===== src/rtl/riscv.sv =====
// ============================================================================
// Module      : riscv (package)
// Description : Minimal architectural constants shared by the frontend blocks.
// Revision    : 1.0 - initial release
// ============================================================================
`default_nettype none

package riscv;

    // Virtual address width of fetch and branch PCs.
    localparam int unsigned VLEN = 64;

endpackage : riscv

`default_nettype wire


===== src/rtl/ariane_pkg.sv =====
// ============================================================================
// Module      : ariane_pkg (package)
// Description : Control-flow and branch-prediction types exchanged between
//               the execute stage and the frontend.
// Revision    : 1.0 - initial release
// ============================================================================
`default_nettype none

package ariane_pkg;

    // Kind of control-flow instruction that was resolved.
    typedef enum logic [2:0] {
        NoCF   = 3'd0,
        Branch = 3'd1,
        Jump   = 3'd2,
        JumpR  = 3'd3,
        Return = 3'd4
    } cf_t;

    // Resolution record issued by the execute stage.
    typedef struct packed {
        logic                   valid;
        logic [riscv::VLEN-1:0] pc;
        logic [riscv::VLEN-1:0] target_address;
        logic                   is_mispredict;
        logic                   is_taken;
        cf_t                    cf_type;
    } bp_resolve_t;

    // Direction prediction handed to the frontend.
    typedef struct packed {
        logic valid;
        logic taken;
    } bht_prediction_t;

    // One branch history table entry.
    typedef struct packed {
        logic       valid;
        logic [1:0] ctr;
    } bht_entry_t;

endpackage : ariane_pkg

`default_nettype wire


===== src/rtl/bht_update_unit_pkg.sv =====
// ============================================================================
// Module      : bht_update_unit_pkg (package)
// Description : State encoding, entry init value and resolve filter for the
//               branch history table.
// Revision    : 1.0 - initial release
// ============================================================================
`default_nettype none

package bht_update_unit_pkg;

    import ariane_pkg::*;

    // Two-state controller: sweeping the table, or serving lookups/updates.
    localparam logic [0:0] c_st_init = 1'b0;
    localparam logic [0:0] c_st_run  = 1'b1;

    // Swept entries start weakly not-taken so one taken outcome flips them.
    localparam logic [1:0] c_ctr_init = 2'b01;

    // Only conditional branches train the direction counters.
    function automatic logic is_branch_resolve(input bp_resolve_t res);
        return res.valid && (res.cf_type == Branch);
    endfunction

endpackage : bht_update_unit_pkg

`default_nettype wire


===== src/rtl/sat_counter2.sv =====
// ============================================================================
// Module      : sat_counter2
// Description : Combinational 2-bit saturating up/down counter step.
// Revision    : 1.0 - initial release
// ============================================================================
`default_nettype none

module sat_counter2 (
    input  logic [1:0] ctr_i,
    input  logic       up_i,
    output logic [1:0] ctr_o
);

    // Step one towards 11 when counting up, towards 00 otherwise; hold at the rails.
    always_comb begin
        ctr_o = ctr_i;
        if (up_i) begin
            if (ctr_i != 2'b11) begin
                ctr_o = ctr_i + 2'd1;
            end
        end else begin
            if (ctr_i != 2'b00) begin
                ctr_o = ctr_i - 2'd1;
            end
        end
    end

endmodule : sat_counter2

`default_nettype wire


===== src/rtl/bht_update_unit.sv =====
// ============================================================================
// Module      : bht_update_unit
// Description : Untagged branch history table. A sequential sweep clears it
//               after reset and flush; resolved conditional branches train
//               2-bit counters; lookups return a registered prediction.
// Revision    : 1.0 - initial release
// ============================================================================
`default_nettype none

module bht_update_unit #(
    parameter int unsigned NR_ENTRIES = 64,
    parameter int unsigned INDEX_LSB  = 1
) (
    input  logic                        clk_i,
    input  logic                        rst_i,
    input  logic                        flush_bp_i,
    input  logic                        debug_mode_i,
    input  logic [riscv::VLEN-1:0]      vpc_i,
    input  logic                        lookup_valid_i,
    input  ariane_pkg::bp_resolve_t     resolved_branch_i,
    output ariane_pkg::bht_prediction_t bht_prediction_o,
    output logic                        init_done_o
);

    import ariane_pkg::*;
    import bht_update_unit_pkg::*;

    localparam int unsigned             c_idx_w    = $clog2(NR_ENTRIES);
    localparam logic [c_idx_w-1:0]      c_last_idx = c_idx_w'(NR_ENTRIES - 1);

    // ------------------------------------------------------------------------
    // State
    // ------------------------------------------------------------------------
    logic [0:0]         r_state_q,    r_state_d;
    logic [c_idx_w-1:0] r_init_idx_q, r_init_idx_d;
    bht_prediction_t    r_pred_q,     r_pred_d;
    bht_entry_t         r_table_q [NR_ENTRIES];

    // ------------------------------------------------------------------------
    // Combinational signals
    // ------------------------------------------------------------------------
    logic               w_run;
    logic               w_sweep_en;
    logic               w_upd_en;
    logic               w_wr_en;
    logic [c_idx_w-1:0] w_lookup_idx;
    logic [c_idx_w-1:0] w_upd_idx;
    logic [c_idx_w-1:0] w_wr_idx;
    bht_entry_t         w_lookup_entry;
    bht_entry_t         w_upd_entry;
    bht_entry_t         w_wr_data;
    logic [1:0]         w_upd_ctr;
    logic               w_unused_bits;

    assign w_run        = (r_state_q == c_st_run);
    assign w_lookup_idx = vpc_i[INDEX_LSB +: c_idx_w];
    assign w_upd_idx    = resolved_branch_i.pc[INDEX_LSB +: c_idx_w];

    // Both read ports see the table as it stood before this cycle's write,
    // so a same-cycle lookup and update to one index returns the old value.
    assign w_lookup_entry = r_table_q[w_lookup_idx];
    assign w_upd_entry    = r_table_q[w_upd_idx];

    // Training is only accepted in RUN; a concurrent flush discards it.
    assign w_upd_en = w_run && !flush_bp_i && !debug_mode_i
                      && is_branch_resolve(resolved_branch_i);

    sat_counter2 u_sat_counter2 (
        .ctr_i (w_upd_entry.ctr),
        .up_i  (resolved_branch_i.is_taken),
        .ctr_o (w_upd_ctr)
    );

    // Single write port: the sweep takes precedence over training.
    assign w_wr_en  = !rst_i && (w_sweep_en || w_upd_en);
    assign w_wr_idx = w_sweep_en ? r_init_idx_q : w_upd_idx;

    // Select the entry image written through the single table port.
    always_comb begin
        w_wr_data = '0;
        if (w_sweep_en) begin
            w_wr_data.valid = 1'b0;
            w_wr_data.ctr   = c_ctr_init;
        end else begin
            w_wr_data.valid = 1'b1;
            w_wr_data.ctr   = w_upd_ctr;
        end
    end

    // Next-state logic for the sweep controller; a flush restarts the sweep.
    always_comb begin
        r_state_d    = r_state_q;
        r_init_idx_d = r_init_idx_q;
        w_sweep_en   = 1'b0;
        if (flush_bp_i) begin
            r_state_d    = c_st_init;
            r_init_idx_d = '0;
        end else if (r_state_q == c_st_init) begin
            w_sweep_en = 1'b1;
            if (r_init_idx_q == c_last_idx) begin
                r_state_d = c_st_run;
            end else begin
                r_init_idx_d = r_init_idx_q + c_idx_w'(1);
            end
        end
    end

    // Registered lookup result; cleared whenever the table is not serving.
    always_comb begin
        r_pred_d = '0;
        if (lookup_valid_i && w_run && !flush_bp_i) begin
            r_pred_d.valid = w_lookup_entry.valid;
            r_pred_d.taken = w_lookup_entry.ctr[1];
        end
    end

    // Controller and prediction registers with synchronous reset.
    always_ff @(posedge clk_i) begin
        if (rst_i) begin
            r_state_q    <= c_st_init;
            r_init_idx_q <= '0;
            r_pred_q     <= '0;
        end else begin
            r_state_q    <= r_state_d;
            r_init_idx_q <= r_init_idx_d;
            r_pred_q     <= r_pred_d;
        end
    end

    // Table storage; contents are meaningless until the sweep has passed.
    always_ff @(posedge clk_i) begin
        if (w_wr_en) begin
            r_table_q[w_wr_idx] <= w_wr_data;
        end
    end

    assign bht_prediction_o = r_pred_q;
    assign init_done_o      = w_run;

    // Upper PC bits, target address and mispredict flag do not affect the table.
    assign w_unused_bits = ^{vpc_i, resolved_branch_i};

endmodule : bht_update_unit

`default_nettype wire


===== config.mk =====
export PLATFORM = sky130hd
export DESIGN_NAME = bht_update_unit
export DESIGN_NICKNAME = d
export VERILOG_FILES = /design/src/rtl/riscv.sv /design/src/rtl/ariane_pkg.sv /design/src/rtl/bht_update_unit_pkg.sv /design/src/rtl/sat_counter2.sv /design/src/rtl/bht_update_unit.sv
export SDC_FILE = /design/constraint.sdc
export NUM_CORES = 1
export LEC_CHECK = 0
export ABC_CLOCK_PERIOD_IN_PS = 4700
export CAP_MARGIN = 15
export CORE_UTILIZATION = 40
export DETAILED_ROUTE_END_ITERATION = 6
export GPL_TIMING_DRIVEN = 0
export MAX_ROUTING_LAYER = met4
export PLACE_DENSITY = 0.77
export SLEW_MARGIN = 20
export SYNTH_ARGS = -nofsm -noshare
export SYNTH_HDL_FRONTEND = slang
export SYNTH_SLANG_ARGS = --single-unit
export TNS_END_PERCENT = 5

===== constraint.sdc =====
create_clock -name clk_i -period 4.7 [get_ports clk_i]
set_input_delay 0.47 -clock clk_i [delete_from_list [all_inputs] [get_ports clk_i]]
set_output_delay 0.47 -clock clk_i [all_outputs]
set_load 0.005 [all_outputs]

Word-level counts from Yosys, hierarchy flattened
Memory sizes are Yosys's and may differ from the RTL's. A register that Yosys moved wholly into a read port is not among the register bits. Index checks and enable logic that the tools add are counted.

Bitwise logic cells: 3. Reductions and logical operators: 15. Equal/unequal tests: 3. Add/sub/neg operators: 3. Multiplexer cells: 11.

Operators with widths (number): $logic_and A1 B1 Y1 (7); $add A6 B1 Y6 const B (1); $eq A6 B6 Y1 const B (1); $mux W1 (6); $mux W2 (3); $mux W6 (1); $reduce_or A2 Y1 (2); $eq A3 B1 Y1 const B (1); $logic_not A1 Y1 (3); $mux W3 (1); $not A1 Y1 (3); $add A2 B1 Y2 const B (1); $ne A2 B2 Y1 const B (1); $reduce_and A2 Y1 (1); $reduce_bool A2 Y1 (1); $sub A2 B1 Y2 const B (1); $logic_or A1 B1 Y1 (1).

Bits of input ports: 203. Output and inout port bits: 3. Memories kept: 1. Register bits after elaboration: 7. Bits in writable memories: 192.

Memory list: r_table_q (words 64, bits a word 3, read ports 2, clocked after memory_dff 1, write ports 1, line bht_update_unit.sv:37) `bht_entry_t r_table_q [NR_ENTRIES];`.

Logic depth before layout (Yosys ltp)
Gate-level depths: netlist (run 1).

Depth in word-level cells: 8. Mapped depth: 9.

By module
A second synthesis (run 1) with hierarchy kept.

Cells, all modules: 527. Area, all modules: 8966.1 um^2.

By module, submodules not included: bht_update_unit (area each 8939.8 um^2, times used 1, cells each 524, sequential area each 5945.7 um^2); sat_counter2 (area each 26.3 um^2, times used 1, cells each 3, sequential area each 0.0 um^2).

Worst setup path before layout (run 1)
No wires, ideal clock.

Path type: input to register. Start point: in resolved_branch_i[70] (netlist bit). End point: mem r_table_q[0][1] (netlist bit) (data pin). Data arrival time: 3721 ps. Stages on the path: 8. Data required time: 4201 ps. Setup time: 499 ps. Setup slack: 480 ps. Cells stage by stage: buf_6 > buf_4 > buf_2 > mux4_2 > a31oi_1 > a32oi_1 > maj3_1 > nor2_1.

RTL lines: from (decl) (line bht_update_unit.sv:20) `input ariane_pkg::bp_resolve_t resolved_branch_i,`; to (decl) (line bht_update_unit.sv:37).

Worst setup path after layout (run 1)
Start point: in flush_bp_i. End point: mem r_table_q[30][2] (netlist bit), enable pin.

Longest elaborated chain between the ends: 8.

RTL lines: from (decl) (line bht_update_unit.sv:16) `input logic flush_bp_i,`; $logic_not A1 Y1 (line bht_update_unit.sv:65) `assign w_upd_en = w_run && !flush_bp_i && !debug_mode_i`; $logic_and A1 B1 Y1 (2 in a row) (line bht_update_unit.sv:65); $logic_and A1 B1 Y1 (line bht_update_unit.sv:66) `&& is_branch_resolve(resolved_branch_i);`; $logic_or A1 B1 Y1 (line bht_update_unit.sv:75) `assign w_wr_en = !rst_i && (w_sweep_en || w_upd_en);`; $logic_and A1 B1 Y1 (line bht_update_unit.sv:75); $mux W1 (line bht_update_unit.sv:132) `if (w_wr_en) begin`; $mux W1 (implied by the code) (line bht_update_unit.sv:133) `r_table_q[w_wr_idx] <= w_wr_data;`.

Several ways; a longest one is shown, not always the timed one.

==> results of run 1 <==
Yosys cell counts (all sizes together), types with 4 or more instances:
master and number:
inv 5, dfxtp 9, nand3b 5, clkbuf 8, buf 16, a311oi 4
mux4 72, nand3 8, nor2 79, mux2i 12, edfxtp 192, a22oi 4
o21ai 4, nand2 29
per-stage QoR:
stage / total power [uW] / std cells / setup WS (ns)
3_5_place_dp: 2290 / 782 / 0.915
6_report: 4120 / 822 / 0.961
2_1_floorplan: 2190 / 487 / 0.480
5_1_grt: 4210 / 822 / 0.746
3_3_place_gp: 2270 / 780 / -1.13
4_1_cts: 4130 / 822 / 1.40
path summary, 6_finish.rpt:
kind                         endpoint  depth (start not counted)
setup / recovery     r_table_q[30][2]                          7
hold / removal    bht_prediction_o[0]                          2
setup reg to reg     r_table_q[30][2]                          6
hold reg to reg   bht_prediction_o[0]                          2
cell families after synthesis:
family,Yosys count,share of synthesized area (%)
DFF,201,67.9
adders and majority gates,3,0.371
AOI/OAI and AO/OA,27,2.34
buffers and inverters,29,1.81
and+or+nand+nor,138,6.87
xor gates and xnor gates,5,0.500
muxes,84,20.2
flip-flops by register name (all words and copies together) (netlist names):
register	count
r_init_idx_q	6
bht_prediction_o	2
r_table_q	192
init_done_o	1
area by class of cell:
type | instances | share of cell area [%]
plain buffers | 24 | 1.38
clock buffers | 26 | 5.79
repair buffers | 20 | 2.25
clock inverters | 14 | 1.99
well taps | 275 | 3.40
multi-input cells | 257 | 26.3
inverters | 5 | 0.198
flip-flops and latches | 201 | 58.7
layer usage:
metal,share of wire (%),global-route usage [%],vias up
li1,-,-,2078
met1,38,25.8,2609
met2,48,31.5,358
met3,11,4.45,59
met4,3.9,8.89,0
met5,0,-,-
critical path, cell delays in order:
cell             delay, ns
clkdlybuf4s50_1       0.47
nor2_1                0.42
clkinv_2              0.90
o22a_1                0.51
nor2_1                0.26
nand2_1               0.46
nor2_1                0.42
power groups by stage:
stage,logic (uW),clock network (uW),registers [uW]
after global placement,245,0,2030
after global routing,284,1940,1990
after detailed placement,267,0,2020
final,270,1860,1990
after floorplan,163,0,2020
after CTS,269,1880,1990
==> reports/metrics.cfg, run 1 <==
[flow_run]
cap_violations = 0

[yosys]
yosysTopAreaCell = edfxtp_1
syn_inst = 487
synthTopCellsByArea = edfxtp_1, mux4_2, nor2_1
ys.flop_type = edfxtp_1
synth_seq_cells = 201
seq_area_frac_synth_pct = 67.9
netlist_area_um2 = 8760
synth_enable_flop_cells = 192
yosysUniqueCellTypes = 45
synthesis.nets = 691
yosys_warnings = 0
synth_area_per_cell_um2 = 18.0
async_flop_share_pct = 0
synth_top_area_share_pct = 65.8

[cts]
cts_resized = 0
worstSkewPairLatency_ns = 0.51
cts_tree = built
cts_buffer_depth = 3
clock-sinks = 201
postCtsSetupBuffers = 0
ctsHtreeMaxLevel = 1
cts_hold_buf = 0
path_clk_slew_ns = 0.06
cts_root_buf = clkbuf_16
cts_made_buffers = 22

[floorplanning]
core_um2 = 21200
die-area_um2 = 22500
die_h_um = 150
start_util_pct = 41.3
die_w_um = 150
io_pins = 206
num_rows = 53

[worst_setup_path]
r2r_start = init_done_o
crit_type = primary input to register
critPathLaunchType = primary input
end_kind = register
path_max_fanout = 73
startpoint = flush_bp_i
arrival_ns = 3.91
crit_required_ns = 4.87
reg2reg_slack_ns = 1.07

[pwr]
switching_share_pct = 20.8
ir_worst_vdd_uv = 197
clockPowerShare_pct = 45.2
power.density_nw_per_um2 = 406
p_sw_uw = 855
p_comb_share_pct = 6.6
p_int_uw = 3260
seq_power_share_pct = 48.2
p_leak_uw = 0.00318

[route]
detail_route.first_pass.iterations = 6
ant_nets = 0
wl_mm = 21.3
drc = 0
wl_per_cell_um = 25.9
routed_via_density = 6.21
drt-initial-drc-count = 727
vias = 5104

[placed_design]
place_congestion = 0.900
placed_area_um2 = 9340
port_buffers = 18
dpl.hpwl_mm = 14.0

[global_route]
track_usage_pct = 20.3
grt_overflow = 0
grt_max_degree = 74
grt_pass1_vias = 5077
antenna_found_initial = 0
grt_pass1_wl_mm = 31.7

[sta]
period_share_pct = 79.6
slew_violations = 0
finClkSkew_ns = 0.00928
holdWs_ns = 0.555
period_needed_ns = 3.74
fmax_mhz = 267
tightest_slew_ns = 1.02
grt_setup_unrepaired = false
finalHoldViolations = 0
slew_headroom_pct = 31.9
setup-tns-final_ns = 0
finalSetupViolCount = 0

[layout]
n_antenna_cell = 0
multiInputGateArea_um2 = 2670
fin_util_pct = 47.7
syn2layout_area_growth_pct = 15.7
drive_above_1_share_pct = 22.1
nets = 735
seq_area_um2 = 5950
layout_common_cells = edfxtp_1, nor2_1, mux4_2
layout_commonest_cell = edfxtp_1
design_area_um2 = 10100
fillers = 1715

[min_path]
hp-start = init_done_o
worstHoldPathType = register to register

[run_status]
status = completed

No activity file was read; power rests on OpenSTA's default activity.
==> inputs of run 2 (changes only) <==
Settings changed: ABC_CLOCK_PERIOD_IN_PS 4700 to 3800.
Clock period 4.7 ns to 3.8 ns, I/O delays scaled along.
==> reports/metrics.cfg, run 2 (same netlist as run 1, synthesis figures left out) <==
[worst_setup_path]
max_stage_delay_ns = 0.65  ; -0.25 ns
arrival_ns = 3.44  ; -0.47 ns
crit_type = primary input to register
crit_chain = clkbuf_1 > buf_2 > mux4_2 > o22ai_1 > o21ai_0 > a32oi_1 > maj3_1 > nor2_4 > buf_16
r2r_start = r_table_q[49][0]
path_max_fanout = 36  ; -51%
startpoint = resolved_branch_i[71]
critPathLaunchType = primary input
end_kind = register
slowest_stage = clkbuf_1
cp_num_buf_inv = 3  ; +1
crit_required_ns = 4.13  ; -0.74 ns
cpLargestDelayFamily = buffers and inverters

[layout]
largest_register_ffs = 192  ; unchanged
nets = 734  ; -0.14%
layout_commonest_cell = edfxtp_1
syn2layout_area_growth_pct = 14.0
design_area_um2 = 9990  ; -1.4%
fin_util_pct = 47.1  ; -0.68 points
regMostFlops = r_table_q
n_antenna_cell = 0  ; unchanged
fillers = 1741  ; +1.5%
drive_above_1_share_pct = 21.0  ; -1.1 points
layout_common_cells = edfxtp_1, nor2_1, mux4_2

[pwr]
p_int_uw = 3740  ; +15%
seq_power_share_pct = 51.8  ; +3.6 points
clockPowerShare_pct = 41.2  ; -4.0 points
p_sw_uw = 999  ; +17%
p_leak_uw = 0.00312  ; -2.1%
power.density_nw_per_um2 = 474  ; +17%
ir_worst_vdd_uv = 280  ; +42%
p_comb_share_pct = 7.0  ; +0.4 points
switching_share_pct = 21.1  ; +0.31 points

[route]
wl_mm = 20.7  ; -3.1%
drc = 0  ; unchanged
vias = 5043  ; -1.2%
routed_via_density = 6.17  ; -0.71%
ant_nets = 0  ; unchanged
detail_route.first_pass.iterations = 7  ; +1
drt-initial-drc-count = 588  ; -19%
wl_per_cell_um = 25.2  ; -2.6%

[cts]
cts_buffer_depth = 3  ; unchanged
ctsHtreeMaxLevel = 1  ; unchanged
path_clk_slew_ns = 0.06  ; about the same
clock-sinks = 201  ; unchanged
postCtsSetupBuffers = 0  ; unchanged
cts_tree = built
cts_made_buffers = 21  ; -4.5%
cts_root_buf = clkbuf_16
cts_hold_buf = 0  ; unchanged
cts_resized = 0  ; unchanged
worstSkewPairLatency_ns = 0.49  ; -0.02 ns

[sta]
finClkSkew_ns = 0.00848  ; -0.000803 ns
grt_setup_unrepaired = false
setup-tns-final_ns = 0  ; unchanged
holdWs_ns = 0.498  ; -0.0577 ns
period_needed_ns = 3.11
finalHoldViolations = 0  ; unchanged
fmax_mhz = 321
tightest_slew_ns = 0.988  ; -0.0341 ns
slew_headroom_pct = 34.1  ; +2.3 points
finalSetupViolCount = 0  ; unchanged
setup_ws_ns = 0.686  ; -0.275 ns
period_share_pct = 82.0
slew_violations = 0  ; unchanged

[placed_design]
port_buffers = 18  ; unchanged
pre_cts_slack_ns = 0.179  ; -0.737 ns
place_congestion = 0.914  ; +1.5%
placed_area_um2 = 9340  ; unchanged
dpl.hpwl_mm = 13.8  ; -1.6%

[floorplanning]
die-area_um2 = 22500  ; unchanged
die_w_um = 150  ; unchanged
io_pins = 206  ; unchanged
start_util_pct = 41.3  ; unchanged
num_rows = 53  ; unchanged
core_um2 = 21200  ; unchanged
die_h_um = 150  ; unchanged

[global_route]
grt_pass1_vias = 5113  ; +0.71%
grt_pass1_wl_mm = 31.0  ; -2.1%
grt_max_degree = 74  ; unchanged
antenna_found_initial = 0  ; unchanged
track_usage_pct = 19.7  ; -0.59 points
grt_overflow = 0  ; unchanged

[min_path]
worstHoldPathType = primary input to register
hp-start = lookup_valid_i

[run_status]
status = completed

[flow_run]
cap_violations = 0  ; unchanged

[run 2: cell types whose count changed in the layout (fill, tap and decap cells not counted), sizes merged]
cell / before / now
clkinv: 7 / 6
clkinvlp: 2 / 1
clkbuf: 34 / 35
bufinv: 5 / 2
[run 2: final timing paths]
kind / to / slack (ns) / cells after the start
setup / recovery: r_table_q[62][1] / 0.69 / 9
hold / removal: bht_prediction_o[1] / 0.50 / 3
setup reg to reg: r_table_q[63][0] / 0.83 / 7
hold reg to reg: bht_prediction_o[1] / 0.54 / 2
[run 2: layout make-up]
class / count / area, um^2 / area share [%]
clock inverter: 9 / 95.1 / 0.952
inverter: 5 / 21.3 / 0.213
multi-input combinational: 257 / 2670 / 26.7
clock buffer: 27 / 548 / 5.49
buffer: 24 / 140 / 1.40
tap: 275 / 344 / 3.45
timing repair buffer: 20 / 228 / 2.28
sequential: 201 / 5950 / 59.5
[run 2: per-stage QoR]
step           cells  power (uW)
4_1_cts          818        4760
2_1_floorplan    487        2710
3_3_place_gp     780        2810
5_1_grt          818        4850
3_5_place_dp     782        2830
6_report         818        4740
[run 2: per-layer routing]
metal  share of wire, %  vias to the layer above  wire length (um)  global-route usage [%]
met2                 47                      343              9640                    30.1
li1                   -                     2076                 -                       -
met1                 38                     2558              7870                    25.8
met5                  0                        -                 0                       -
met3                 11                       66              2240                    4.09
met4                4.3                        0               897                    8.33
[run 2: power groups by stage]
stage | Combinational (uW) | Clock, uW | Sequential, uW
global route | 350 | 2040 | 2450
CTS | 329 | 1980 | 2460
global placement | 302 | 0 | 2510
floorplan | 202 | 0 | 2500
detailed placement | 329 | 0 | 2500
finish | 331 | 1950 | 2460
[run 2: worst min-delay path: stages]
cell and delay (ns):
clkdlybuf4s50_1 0.40, nand3_1 0.11, nor2b_1 0.05
